[src/rtl/param_seq_detector_if.sv]
//------------------------------------------------------------------------------
// param_seq_detector_if : serial stream, configuration and result signals
// Rev 1.0
//------------------------------------------------------------------------------
`default_nettype none

interface param_seq_detector_if #(
  parameter int MAX_LEN = 8,
  parameter int CNT_W   = 8
);
  localparam int LEN_W = $clog2(MAX_LEN + 1);

  logic               din_valid;
  logic               din;
  logic               cfg_load;
  logic [MAX_LEN-1:0] cfg_pattern;
  logic [LEN_W-1:0]   cfg_len;
  logic               cfg_overlap;
  logic               cnt_clr;
  logic               dout;
  logic [CNT_W-1:0]   match_cnt;
  logic               armed;

  modport master (
    output din_valid, din, cfg_load, cfg_pattern, cfg_len, cfg_overlap, cnt_clr,
    input  dout, match_cnt, armed
  );

  modport slave (
    input  din_valid, din, cfg_load, cfg_pattern, cfg_len, cfg_overlap, cnt_clr,
    output dout, match_cnt, armed
  );
endinterface

`default_nettype wire

[src/rtl/param_seq_detector.sv]
//------------------------------------------------------------------------------
// param_seq_detector : run-time programmable serial pattern detector
// Rev 1.0
//------------------------------------------------------------------------------
`default_nettype none

module param_seq_detector #(
  parameter int                 MAX_LEN     = 8,
  parameter int                 CNT_W       = 8,
  parameter logic [MAX_LEN-1:0] RST_PATTERN = MAX_LEN'(8'b0000_1011),
  parameter int                 RST_LEN     = 4
) (
  input  logic                  clk,
  input  logic                  rst_n,
  param_seq_detector_if.slave   bus
);
  localparam int               LEN_W     = $clog2(MAX_LEN + 1);
  localparam logic [LEN_W-1:0] C_MAX_LEN = LEN_W'(MAX_LEN);
  localparam logic [LEN_W-1:0] C_RST_LEN = LEN_W'(RST_LEN);

  logic [MAX_LEN-1:0] pattern_q, pattern_d;
  logic [LEN_W-1:0]   len_q, len_d;
  logic               overlap_q, overlap_d;
  logic [MAX_LEN-1:0] hist_q, hist_d;
  logic [LEN_W-1:0]   fill_q, fill_d;
  logic               dout_q, dout_d;
  logic [CNT_W-1:0]   cnt_q, cnt_d;

  logic [MAX_LEN-1:0] shifted;
  logic [MAX_LEN-1:0] len_mask;
  logic [LEN_W:0]     fill_inc;
  logic               hit;

  always_comb begin
    shifted  = {hist_q[MAX_LEN-2:0], bus.din};
    len_mask = '0;
    for (int i = 0; i < MAX_LEN; i++) begin
      len_mask[i] = (i < int'(len_q));
    end
    // fill+1 is computed one bit wider so it can reach MAX_LEN+1 without wrapping
    fill_inc = {1'b0, fill_q} + (LEN_W+1)'(1);
    hit      = bus.din_valid && !bus.cfg_load &&
               (fill_inc >= {1'b0, len_q}) &&
               (((shifted ^ pattern_q) & len_mask) == '0);
  end

  always_comb begin
    pattern_d = pattern_q;
    len_d     = len_q;
    overlap_d = overlap_q;
    hist_d    = hist_q;
    fill_d    = fill_q;
    dout_d    = 1'b0;
    cnt_d     = cnt_q;

    if (bus.cfg_load) begin
      pattern_d = bus.cfg_pattern;
      overlap_d = bus.cfg_overlap;
      if (bus.cfg_len == '0) begin
        len_d = LEN_W'(1);
      end else if (bus.cfg_len > C_MAX_LEN) begin
        len_d = C_MAX_LEN;
      end else begin
        len_d = bus.cfg_len;
      end
      hist_d = '0;
      fill_d = '0;
      cnt_d  = '0;
    end else if (bus.din_valid) begin
      hist_d = shifted;
      fill_d = (fill_q == C_MAX_LEN) ? fill_q : fill_q + LEN_W'(1);
      dout_d = hit;
      if (hit) begin
        if (cnt_q != '1) begin
          cnt_d = cnt_q + CNT_W'(1);
        end
        // non-overlap: the next match must be built from entirely fresh bits
        if (!overlap_q) begin
          hist_d = '0;
          fill_d = '0;
        end
      end
    end

    if (bus.cnt_clr) begin
      cnt_d = '0;
    end
  end

  always_ff @(posedge clk or negedge rst_n) begin
    if (!rst_n) begin
      pattern_q <= RST_PATTERN;
      len_q     <= C_RST_LEN;
      overlap_q <= 1'b1;
      hist_q    <= '0;
      fill_q    <= '0;
      dout_q    <= 1'b0;
      cnt_q     <= '0;
    end else begin
      pattern_q <= pattern_d;
      len_q     <= len_d;
      overlap_q <= overlap_d;
      hist_q    <= hist_d;
      fill_q    <= fill_d;
      dout_q    <= dout_d;
      cnt_q     <= cnt_d;
    end
  end

  assign bus.dout      = dout_q;
  assign bus.match_cnt = cnt_q;
  assign bus.armed     = (fill_q >= len_q);

endmodule

`default_nettype wire

[src/flat_wrapper.sv]
// flat-port wrapper written by rule: the top's interface ports become plain ports
module param_seq_detector_flat 
#(
  parameter int                 MAX_LEN     = 8,
  parameter int                 CNT_W       = 8,
  parameter logic [MAX_LEN-1:0] RST_PATTERN = MAX_LEN'(8'b0000_1011),
  parameter int                 RST_LEN     = 4
)
  (clk, rst_n, bus_din_valid, bus_din, bus_cfg_load, bus_cfg_pattern, bus_cfg_len, bus_cfg_overlap, bus_cnt_clr, bus_dout, bus_match_cnt, bus_armed);
  param_seq_detector_if #(.MAX_LEN(MAX_LEN), .CNT_W(CNT_W)) bus_i ();
  input  logic clk;
  input  logic rst_n;
  input wire logic [$bits(bus_i.din_valid)-1:0] bus_din_valid;
  input wire logic [$bits(bus_i.din)-1:0] bus_din;
  input wire logic [$bits(bus_i.cfg_load)-1:0] bus_cfg_load;
  input wire logic [$bits(bus_i.cfg_pattern)-1:0] bus_cfg_pattern;
  input wire logic [$bits(bus_i.cfg_len)-1:0] bus_cfg_len;
  input wire logic [$bits(bus_i.cfg_overlap)-1:0] bus_cfg_overlap;
  input wire logic [$bits(bus_i.cnt_clr)-1:0] bus_cnt_clr;
  output wire logic [$bits(bus_i.dout)-1:0] bus_dout;
  output wire logic [$bits(bus_i.match_cnt)-1:0] bus_match_cnt;
  output wire logic [$bits(bus_i.armed)-1:0] bus_armed;
  assign bus_i.din_valid = bus_din_valid;
  assign bus_i.din = bus_din;
  assign bus_i.cfg_load = bus_cfg_load;
  assign bus_i.cfg_pattern = bus_cfg_pattern;
  assign bus_i.cfg_len = bus_cfg_len;
  assign bus_i.cfg_overlap = bus_cfg_overlap;
  assign bus_i.cnt_clr = bus_cnt_clr;
  assign bus_dout = bus_i.dout;
  assign bus_match_cnt = bus_i.match_cnt;
  assign bus_armed = bus_i.armed;
  param_seq_detector #(.MAX_LEN(MAX_LEN), .CNT_W(CNT_W), .RST_PATTERN(RST_PATTERN), .RST_LEN(RST_LEN)) u_core (.clk(clk), .rst_n(rst_n), .bus(bus_i));
endmodule
[config.mk]
export PLATFORM = sky130hd
export DESIGN_NAME = param_seq_detector_flat
export DESIGN_NICKNAME = d
export VERILOG_FILES = /design/src/rtl/param_seq_detector_if.sv /design/src/rtl/param_seq_detector.sv /design/src/flat_wrapper.sv
export SDC_FILE = /design/constraint.sdc
export NUM_CORES = 1
export LEC_CHECK = 0
export BUFFER_PORTS_ARGS = -buffer_cell sky130_fd_sc_hd__buf_2
export CAP_MARGIN = 20
export CORE_UTILIZATION = 45
export CTS_BUF_LIST = sky130_fd_sc_hd__clkbuf_8
export DETAILED_ROUTE_END_ITERATION = 8
export GPL_ROUTABILITY_DRIVEN = 0
export GPL_TIMING_DRIVEN = 0
export PLACE_DENSITY_LB_ADDON = 0.08
export SYNTH_ARGS = -nofsm -noshare
export SYNTH_HDL_FRONTEND = slang
export SYNTH_SLANG_ARGS = --single-unit
[constraint.sdc]
create_clock -name clk -period 2.75 [get_ports clk]
set_input_delay 0.55 -clock clk [delete_from_list [all_inputs] [get_ports clk]]
set_output_delay 0.55 -clock clk [all_outputs]
set_load 0.02 [all_outputs]
==> results by group, run 1 <==
Run status
  • Status: finished clean

Timing
  • Worst-Margin Slew: 729 ps
  • Setup violators final: 0
  • Final Cycle Share: 96.8%
  • Highest Clock Rate: 376 MHz
  • Slew headroom: 51.2%
  • WHS: 320 ps
  • Min Tclk post-route: 2660 ps
  • Final hold vios: 0
  • Final Skew: 5.40 ps
  • Max-slew violations: 0
  • RSZ-0062 raised after global routing: false

GRT
  • Largest net degree at the start of global routing: 34
  • Initial antenna violation count: 0
  • Global-route wire length before repair: 6690 um
  • Tot GR Track Use: 20.6%
  • Vias in the first global route: 1444
  • Remaining Overflow, GRT: 0

Routing
  • Wire per inst: 15.3 um
  • Initial DRC Count: 64
  • Detail Route Antenna Nets: 0
  • Initial DRT Pass Iterations: 4
  • Via Count: 1458
  • Final wirelength: 3960 um
  • Vias per Instance: 5.63
  • DR DRC count: 0

Setup path
  • CP peak stage delay: 490 ps
  • CP cell instances: inv_2, ha_4, ha_1, a21boi_1, o211ai_1, a221o_1, buf_6, or4_1, a21oi_2
  • Critical path's slowest cell: or4_1
  • Worst EP required: 2960 ps
  • Critical Path End Type: flop
  • R2R Path Start: u_core.fill_q[0]$_DFFE_PN0P_
  • Reg2Reg Depth: 9
  • Worst Setup SP: u_core.fill_q[0]$_DFFE_PN0P_
  • Crit path max fanout: 10
  • CP endpoint: u_core.bus.match_cnt[4]$_DFFE_PN0P_
  • Register-to-register setup slack: 90 ps
  • Worst Path Arrival: 2870 ps
  • FF-to-FF End: u_core.bus.match_cnt[4]$_DFFE_PN0P_
  • CP Class: flop to flop
  • Startpoint Class: flop

Pwr
  • Leakage power: 0.990 nW
  • Overall Power: 1.14 mW
  • Power per cell area: 515 mW/mm^2
  • Maximum vdd ir drop: 0.366 mV

Hold path
  • HP Class: input port to asynchronous set/reset pin

Logic synthesis
  • Sequential share of the synthesized area: 44.4%
  • Yosys warning count: 0
  • Netlist Area Pre-Place: 0.00187 mm^2
  • Async set-reset flop share out of synthesis: 100%
  • Synth cell types: 48
  • Top cells by area, synth: dfrtp_1, ha_1, dfstp_2
  • Share of the synthesized area in the top cell type: 37.4%
  • Yosys reg bits: 33
  • Post-synth top area cell: dfrtp_1
  • Avg Inst Size Synth: 10.9 um^2
  • Top-count cell post-synth: dfrtp_1
  • EDFF count, synth: 0
  • Ys flop type: dfrtp_1
  • Synth Instances: 172
  • Synth Net Count: 202
  • Synth top cells by count: dfrtp_1, ha_1, mux2_2

Finish
  • Share of layout cells above drive strength 1: 30.6%
  • Nets: 238
  • Filler Cells Inserted: 362
  • Layout area overhead: 17.9%
  • Ant diodes: 0

Clocking
  • Clk buf depth: 2
  • CTS tree: yes
  • Hold Buf Count CTS: 0
  • TritonCTS buffer count: 5
  • Worst skew pair latency: 280 ps
  • CTS root buf: clkbuf_8
  • CTS clk-pin slew, worst paths: 60 ps
  • H-tree lvl count: 2
  • Clk sink count: 33

Placed design
  • # port buffers: 28
  • Dpl hpwl: 2980 um

Floorplanning
  • Chip width: 66.5 um
  • Initial Util: 46.8%
  • Die Y: 66.5 um
  • Row cnt: 23
  • Die ar.: 0.00442 mm^2
  • Total core area: 0.00400 mm^2
  • # IOs: 29

Run
  • Max_cap viols: 0
[critical path, delay by kind of cell (launching register included)]
family	cells	cell delay, ps
fa+ha+maj	2	470
compound gates	4	910
flops	1	430
simple gates	1	490
buf+inv	2	290
[power by group]
| group | internal, mW | switching [mW] |
|---|---|---|
| registers | 0.515 | 0.0283 |
| logic | 0.0911 | 0.108 |
| clock network | 0.226 | 0.170 |
[timing repair]
action | CTS | global route
endpoints found under the setup margin | 1 | 4
pin swaps | 0 | 2
setup buffers | 0 | 1
resized for setup | 1 | 5
[area by class of cell]
cell class,count,area [um^2],share of cell area [%]
inverter,8,30.0,1.36
sequential,33,833,37.7
clock buffer,7,96.3,4.36
buffer,5,27.5,1.25
timing repair buffer,29,148,6.69
multi-input combinational,126,1010,45.6
tap,50,62.6,2.83
clock inverter,1,5.00,0.227
[stage by stage]
stage                     utilization [%]  setup WS, ps  area, um^2  TNS (ps)  cells
after floorplan                         -           303        1870         0    172
after global placement               51.9          54.0        2080         0    250
after detailed placement             51.9         -13.8        2080     -13.8    250
after CTS                            54.6          16.3        2180         0    258
after global routing                 55.2          13.5        2210         0    259
final                                55.2          88.3        2210         0    259
[logic make-up (layout without fill, tap and decap cells)]
family	count (synthesis)	in the layout	synth area share, %
compound gates	46	46	18.0
simple gates	45	45	14.4
flops	33	33	44.4
mux	13	13	7.62
buf+inv	13	50	3.07
fa+ha+maj	11	11	7.35
xor+xnor	11	11	5.14
[cell usage in the layout (no fill, tap or decap), types with 6 or more instances in the layout]
cell type	count
buf_2	29
dfrtp_1	27
mux2_2	10
ha_1	10
o21ai_0	8
a22o_1	8
inv_1	7
nor2_1	7
clkbuf_8	7
xnor2_1	6
nand2_1	6
[registers in the layout, indices dropped and copies added, names as in the netlist]
register	flops
u_core.hist_q	7
u_core.pattern_q	8
u_core.bus.match_cnt	8
u_core.fill_q	4
u_core.bus.dout	1
u_core.len_q	4
u_core.overlap_q	1
[layer usage]
metal,up-vias,track usage (%),wire length [um]
met5,-,0,0
met4,0,6.38,51
met3,5,4.62,144
met2,27,34.9,1920
met1,711,25.9,1840
li1,715,-,-
[worst min-delay path by stage]
stage	from	end	slack [ps]	depth (start not counted)
floorplan	rst_n	u_core.bus.dout$_DFF_PN0_	250	0
global placement	u_core.hist_q[6]$_DFFE_PN0P_	u_core.hist_q[6]$_DFFE_PN0P_	510	1
detailed placement	u_core.pattern_q[5]$_DFFE_PN0P_	u_core.pattern_q[5]$_DFFE_PN0P_	520	1
CTS	rst_n	u_core.fill_q[3]$_DFFE_PN0P_	360	1
global route	rst_n	u_core.bus.match_cnt[4]$_DFFE_PN0P_	380	1
finish	rst_n	u_core.bus.dout$_DFF_PN0_	320	1
No activity file was read; power rests on OpenSTA's default activity.
==> inputs of run 2 (changes only) <==
- CORE_ASPECT_RATIO: unset -> 1.75
==> run 2 against run 1 <==
Non-clock buffer count stayed put. Via count is 2.9% higher. Maximum frequency is 1.3% higher. Die area is 0.23% higher. Critical path type unchanged. Sequential power hardly changed. Register-to-register slack better by 30 ps. Sequential share of layout area hardly changed. Core utilization is 0.70 points higher. Worst setup slack better by 35 ps. Clock power is 19% higher. Critical path depth stayed put. Largest power group unchanged. Highest routed layer unchanged. Routed wire length is 2.4% higher.
==> results by group, run 2 (synthesis gave the netlist of run 1 again) <==
Run status
  • Status: finished clean

Finish
  • Final Util: 55.9%
  • Filler Cells Inserted: 359
  • Layout area overhead: 17.6%
  • Ant diodes: 0
  • Share of layout cells above drive strength 1: 28.2%
  • Nets: 238
  • Leading cell type in the layout, fill and taps excluded: buf_2
  • Final Instance Area: 0.00220 mm^2
  • Area of the multi-input gates: 990 um^2
  • Most frequent cells in the layout: buf_2, dfrtp_1, ha_1
  • Storage element area: 832 um^2

GRT
  • Remaining Overflow, GRT: 0
  • Vias in the first global route: 1534
  • Tot GR Track Use: 21.3%
  • Largest net degree at the start of global routing: 34
  • Initial antenna violation count: 0
  • Global-route wire length before repair: 6970 um

Routing
  • DR DRC count: 0
  • Initial DRT Pass Iterations: 4
  • Initial DRC Count: 52
  • Detail Route Antenna Nets: 0
  • Wire per inst: 15.8 um
  • Final wirelength: 4050 um
  • Via Count: 1500
  • Vias per Instance: 5.84

Clocking
  • TritonCTS buffer count: 5
  • Hold Buf Count CTS: 0
  • Worst skew pair latency: 290 ps
  • CTS clk-pin slew, worst paths: 70 ps
  • CTS tree: yes
  • H-tree lvl count: 2
  • CTS root buf: clkbuf_8
  • Clk sink count: 33
  • Clk buf depth: 2

Setup path
  • CP Class: flop to flop
  • Most numerous cell on the critical path: ha_1
  • Top delay family on crit path: compound AO/OA/AOI/OAI gates
  • CP cell instances: inv_1, ha_1, ha_1, a21boi_1, o211ai_1, a221o_1, buf_6, or4_1, a21oi_1
  • CP peak stage delay: 470 ps
  • CP Buf/Inv Count: 2
  • Worst EP required: 2970 ps
  • Crit path max fanout: 10
  • Critical path's slowest cell: or4_1
  • Startpoint Class: flop
  • Worst Path Arrival: 2840 ps
  • Critical Path End Type: flop

Pwr
  • Int Power: 0.896 mW
  • Overall Power: 1.21 mW
  • Maximum vdd ir drop: 0.371 mV
  • Gate power share: 16.3%
  • Sequential share of power: 44.8%
  • Clk pwr share: 38.9%
  • Power per cell area: 551 mW/mm^2
  • P_sw: 0.317 mW
  • Sw frac: 26.1%
  • Leakage power: 0.999 nW

Timing
  • Setup violators final: 0
  • Slew headroom: 51.3%
  • Max-slew violations: 0
  • TNS Setup: 0 ps
  • Final Cycle Share: 95.5%
  • Highest Clock Rate: 381 MHz
  • Final Skew: 3.58 ps
  • Final setup margin: 123 ps
  • Worst-Margin Slew: 731 ps
  • Final hold vios: 0
  • Min Tclk post-route: 2630 ps

Hold path
  • HP Class: input port to asynchronous set/reset pin

Floorplanning
  • # IOs: 29
  • Die Y: 87.3 um
  • Initial Util: 47.5%
  • Die ar.: 0.00443 mm^2
  • Row cnt: 30
  • Chip width: 50.8 um
  • Total core area: 0.00394 mm^2

Placed design
  • Pre-CTS setup slack: -78.5 ps
  • Dpl hpwl: 3060 um
  • DP Area: 0.00207 mm^2
  • # port buffers: 28

Run
  • Max_cap viols: 0
run 2: final cells by class:
cell class              instances  share of cell area (%)
inverters                       8                    1.36
flip-flops and latches         33                    37.8
clock inverters                 2                    1.53
well taps                      48                    2.73
multi-input cells             126                    44.9
repair buffers                 29                    6.70
clock buffers                   6                    3.75
plain buffers                   5                    1.25
run 2: power groups by stage:
| stage | sequential, mW | clock [mW] | combinational (mW) |
|---|---|---|---|
| floorplan | 0.544 | 0 | 0.134 |
| CTS | 0.544 | 0.484 | 0.198 |
| detailed placement | 0.552 | 0 | 0.195 |
| finish | 0.543 | 0.472 | 0.198 |
| global placement | 0.551 | 0 | 0.187 |
| global route | 0.546 | 0.500 | 0.222 |
run 2: per-layer routing:
metal | part of all wire (%) | up-vias | GRT usage (%)
li1 | - | 718 | -
met1 | 39 | 751 | 22.4
met2 | 56 | 23 | 40.2
met3 | 2.3 | 8 | 4.19
met4 | 2.1 | 0 | 8.08
met5 | 0 | - | 0
run 2: repair_timing:
action / in CTS / in global routing
setup buffers: 0 / 1
endpoints found under the setup margin: 1 / 2
resized for setup: 2 / 0
run 2: final timing paths:
kind,to,slack (ps),cells past startpoint,start
min in group clk,u_core.len_q[2]$_DFFE_PN1P_,450,2,bus_cfg_len[3]
setup reg to reg,u_core.bus.match_cnt[4]$_DFFE_PN0P_,120,9,u_core.fill_q[1]$_DFFE_PN0P_
hold reg to reg,u_core.hist_q[6]$_DFFE_PN0P_,530,1,u_core.hist_q[6]$_DFFE_PN0P_
hold / removal,u_core.len_q[0]$_DFFE_PN0P_,320,1,rst_n
setup / recovery,u_core.bus.match_cnt[4]$_DFFE_PN0P_,120,9,u_core.fill_q[1]$_DFFE_PN0P_
max in group asynchronous,u_core.hist_q[3]$_DFFE_PN0P_,1960,1,rst_n
run 2: stage by stage:
step / hold WS (ps) / std cells
4_1_cts: 348 / 256
2_1_floorplan: 254 / 172
6_report: 321 / 257
3_3_place_gp: 509 / 248
5_1_grt: 388 / 257
3_5_place_dp: 517 / 248
==> inputs of run 3 (changes only) <==
- clock period: 2.75 -> 3.2 ns (I/O delays scaled with it)
==> run 3 against run 2 <==
Die area did not move. Clock power fell by 14%. Maximum frequency fell by 6.2%. Clock skew increased by 0.63 ps. First-iteration DRC count fell by 1.9%. Largest cell class unchanged. Largest power group unchanged.
==> results by group, run 3 (synthesis gave the netlist of run 1 again) <==
Setup path
  • Worst Setup SP: u_core.fill_q[0]$_DFFE_PN0P_
  • Startpoint Class: flop
  • R2R Path Start: u_core.fill_q[0]$_DFFE_PN0P_
  • CP Class: flop to flop
  • Crit path max fanout: 9
  • Register-to-register setup slack: 400 ps
  • Critical Path End Type: flop
  • FF-to-FF End: u_core.fill_q[2]$_DFFE_PN0P_
  • Worst Path Arrival: 2970 ps
  • Reg2Reg Depth: 8
  • Worst EP required: 3370 ps

Floorplanning
  • Chip width: 50.8 um
  • # IOs: 29
  • Initial Util: 47.5%
  • Die Y: 87.3 um
  • Row cnt: 30
  • Total core area: 0.00394 mm^2
  • Die ar.: 0.00443 mm^2

Timing
  • Setup violators final: 0
  • Slew headroom: 51.1%
  • Highest Clock Rate: 357 MHz
  • Final Cycle Share: 87.5%
  • Min Tclk post-route: 2800 ps
  • RSZ-0062 raised after global routing: false
  • Worst-Margin Slew: 733 ps
  • Final setup margin: 399 ps
  • Final hold vios: 0
  • TNS Setup: 0 ps
  • WHS: 412 ps
  • Final Skew: 4.22 ps
  • Max-slew violations: 0

GRT
  • Remaining Overflow, GRT: 0
  • Vias in the first global route: 1534
  • Tot GR Track Use: 21.3%
  • Global-route wire length before repair: 6970 um
  • Initial antenna violation count: 0
  • Largest net degree at the start of global routing: 34

Clocking
  • CTS root buf: clkbuf_8
  • TritonCTS buffer count: 5
  • Postcts setup bufs: 0
  • Clk buf depth: 2
  • Hold Buf Count CTS: 0
  • CTS resizes: 0
  • CTS clk-pin slew, worst paths: 70 ps
  • Worst skew pair latency: 290 ps
  • Clk sink count: 33
  • H-tree lvl count: 2
  • CTS tree: yes

Placed design
  • # port buffers: 28
  • Pre-CTS setup slack: 371 ps
  • DP Area: 0.00207 mm^2
  • Dpl hpwl: 3060 um

Pwr
  • Leakage power: 0.993 nW
  • Power per cell area: 473 mW/mm^2
  • Clk pwr share: 39.0%
  • Sequential share of power: 45.1%
  • Overall Power: 1.04 mW
  • Int Power: 0.767 mW
  • Gate power share: 15.9%
  • Maximum vdd ir drop: 0.317 mV
  • Sw frac: 26.0%
  • P_sw: 0.269 mW

Run
  • Max_cap viols: 0

Routing
  • Initial DRT Pass Iterations: 4
  • DR DRC count: 0
  • Vias per Instance: 5.96
  • Via Count: 1525
  • Detail Route Antenna Nets: 0
  • Initial DRC Count: 51
  • Wire per inst: 15.9 um
  • Final wirelength: 4070 um

Finish
  • Final Instance Area: 0.00219 mm^2
  • Ant diodes: 0
  • Share of layout cells above drive strength 1: 27.4%
  • Most frequent cells in the layout: buf_2, dfrtp_1, ha_1
  • Nets: 237
  • Leading cell type in the layout, fill and taps excluded: buf_2
  • Layout area overhead: 16.9%

Hold path
  • HP Class: input port to asynchronous set/reset pin

Run status
  • Status: finished clean
run 3: cell count changes in the layout (fill, tap and decap cells not counted), sizes merged:
cell,before,now
buf,33,32
run 3: layout make-up:
cell class	instances	area (um^2)
clock inverters	2	33.8
inverters	8	30.0
multi-input cells	126	983
well taps	48	60.1
repair buffers	28	140
clock buffers	6	82.6
fillers	361	1750
flip-flops and latches	33	832
plain buffers	5	27.5
run 3: critical path, stage by stage, from the launching register on:
cell and delay (ps):
dfrtp_1 400, inv_1 100, ha_1 320, ha_1 280, a21boi_0 210, o211ai_1 160
a221oi_1 620, a21oi_2 260, a221o_1 330
run 3: worst max path at each step:
stage / endpoint / slack, ps / cells past startpoint
floorplan: u_core.bus.match_cnt[4]$_DFFE_PN0P_ / 750 / 9
global placement: u_core.fill_q[2]$_DFFE_PN0P_ / 440 / 8
detailed placement: u_core.fill_q[2]$_DFFE_PN0P_ / 370 / 8
CTS: u_core.fill_q[2]$_DFFE_PN0P_ / 350 / 8
global route: u_core.fill_q[2]$_DFFE_PN0P_ / 210 / 8
finish: u_core.fill_q[2]$_DFFE_PN0P_ / 400 / 8
run 3: metrics by stage:
step,cells,utilization [%]
2_1_floorplan,172,-
3_3_place_gp,248,52.6
3_5_place_dp,248,52.6
4_1_cts,256,55.6
5_1_grt,256,55.6
6_report,256,55.6
run 3: power groups by stage:
stage	logic, mW	clock network (mW)	registers (mW)
after floorplan	0.115	0	0.468
after global placement	0.161	0	0.473
after detailed placement	0.167	0	0.474
after CTS	0.168	0.416	0.468
after global routing	0.185	0.430	0.470
final	0.165	0.404	0.467
run 3: per-layer routing:
| metal | part of all wire [%] | vias up | routed length (um) | GRT usage [%] |
|---|---|---|---|---|
| met5 | 0 | - | 0 | 0 |
| met2 | 56 | 38 | 2270 | 40.2 |
| met1 | 38 | 759 | 1550 | 22.4 |
| met3 | 3.1 | 14 | 125 | 4.19 |
| li1 | - | 714 | - | - |
| met4 | 2.9 | 0 | 120 | 8.08 |
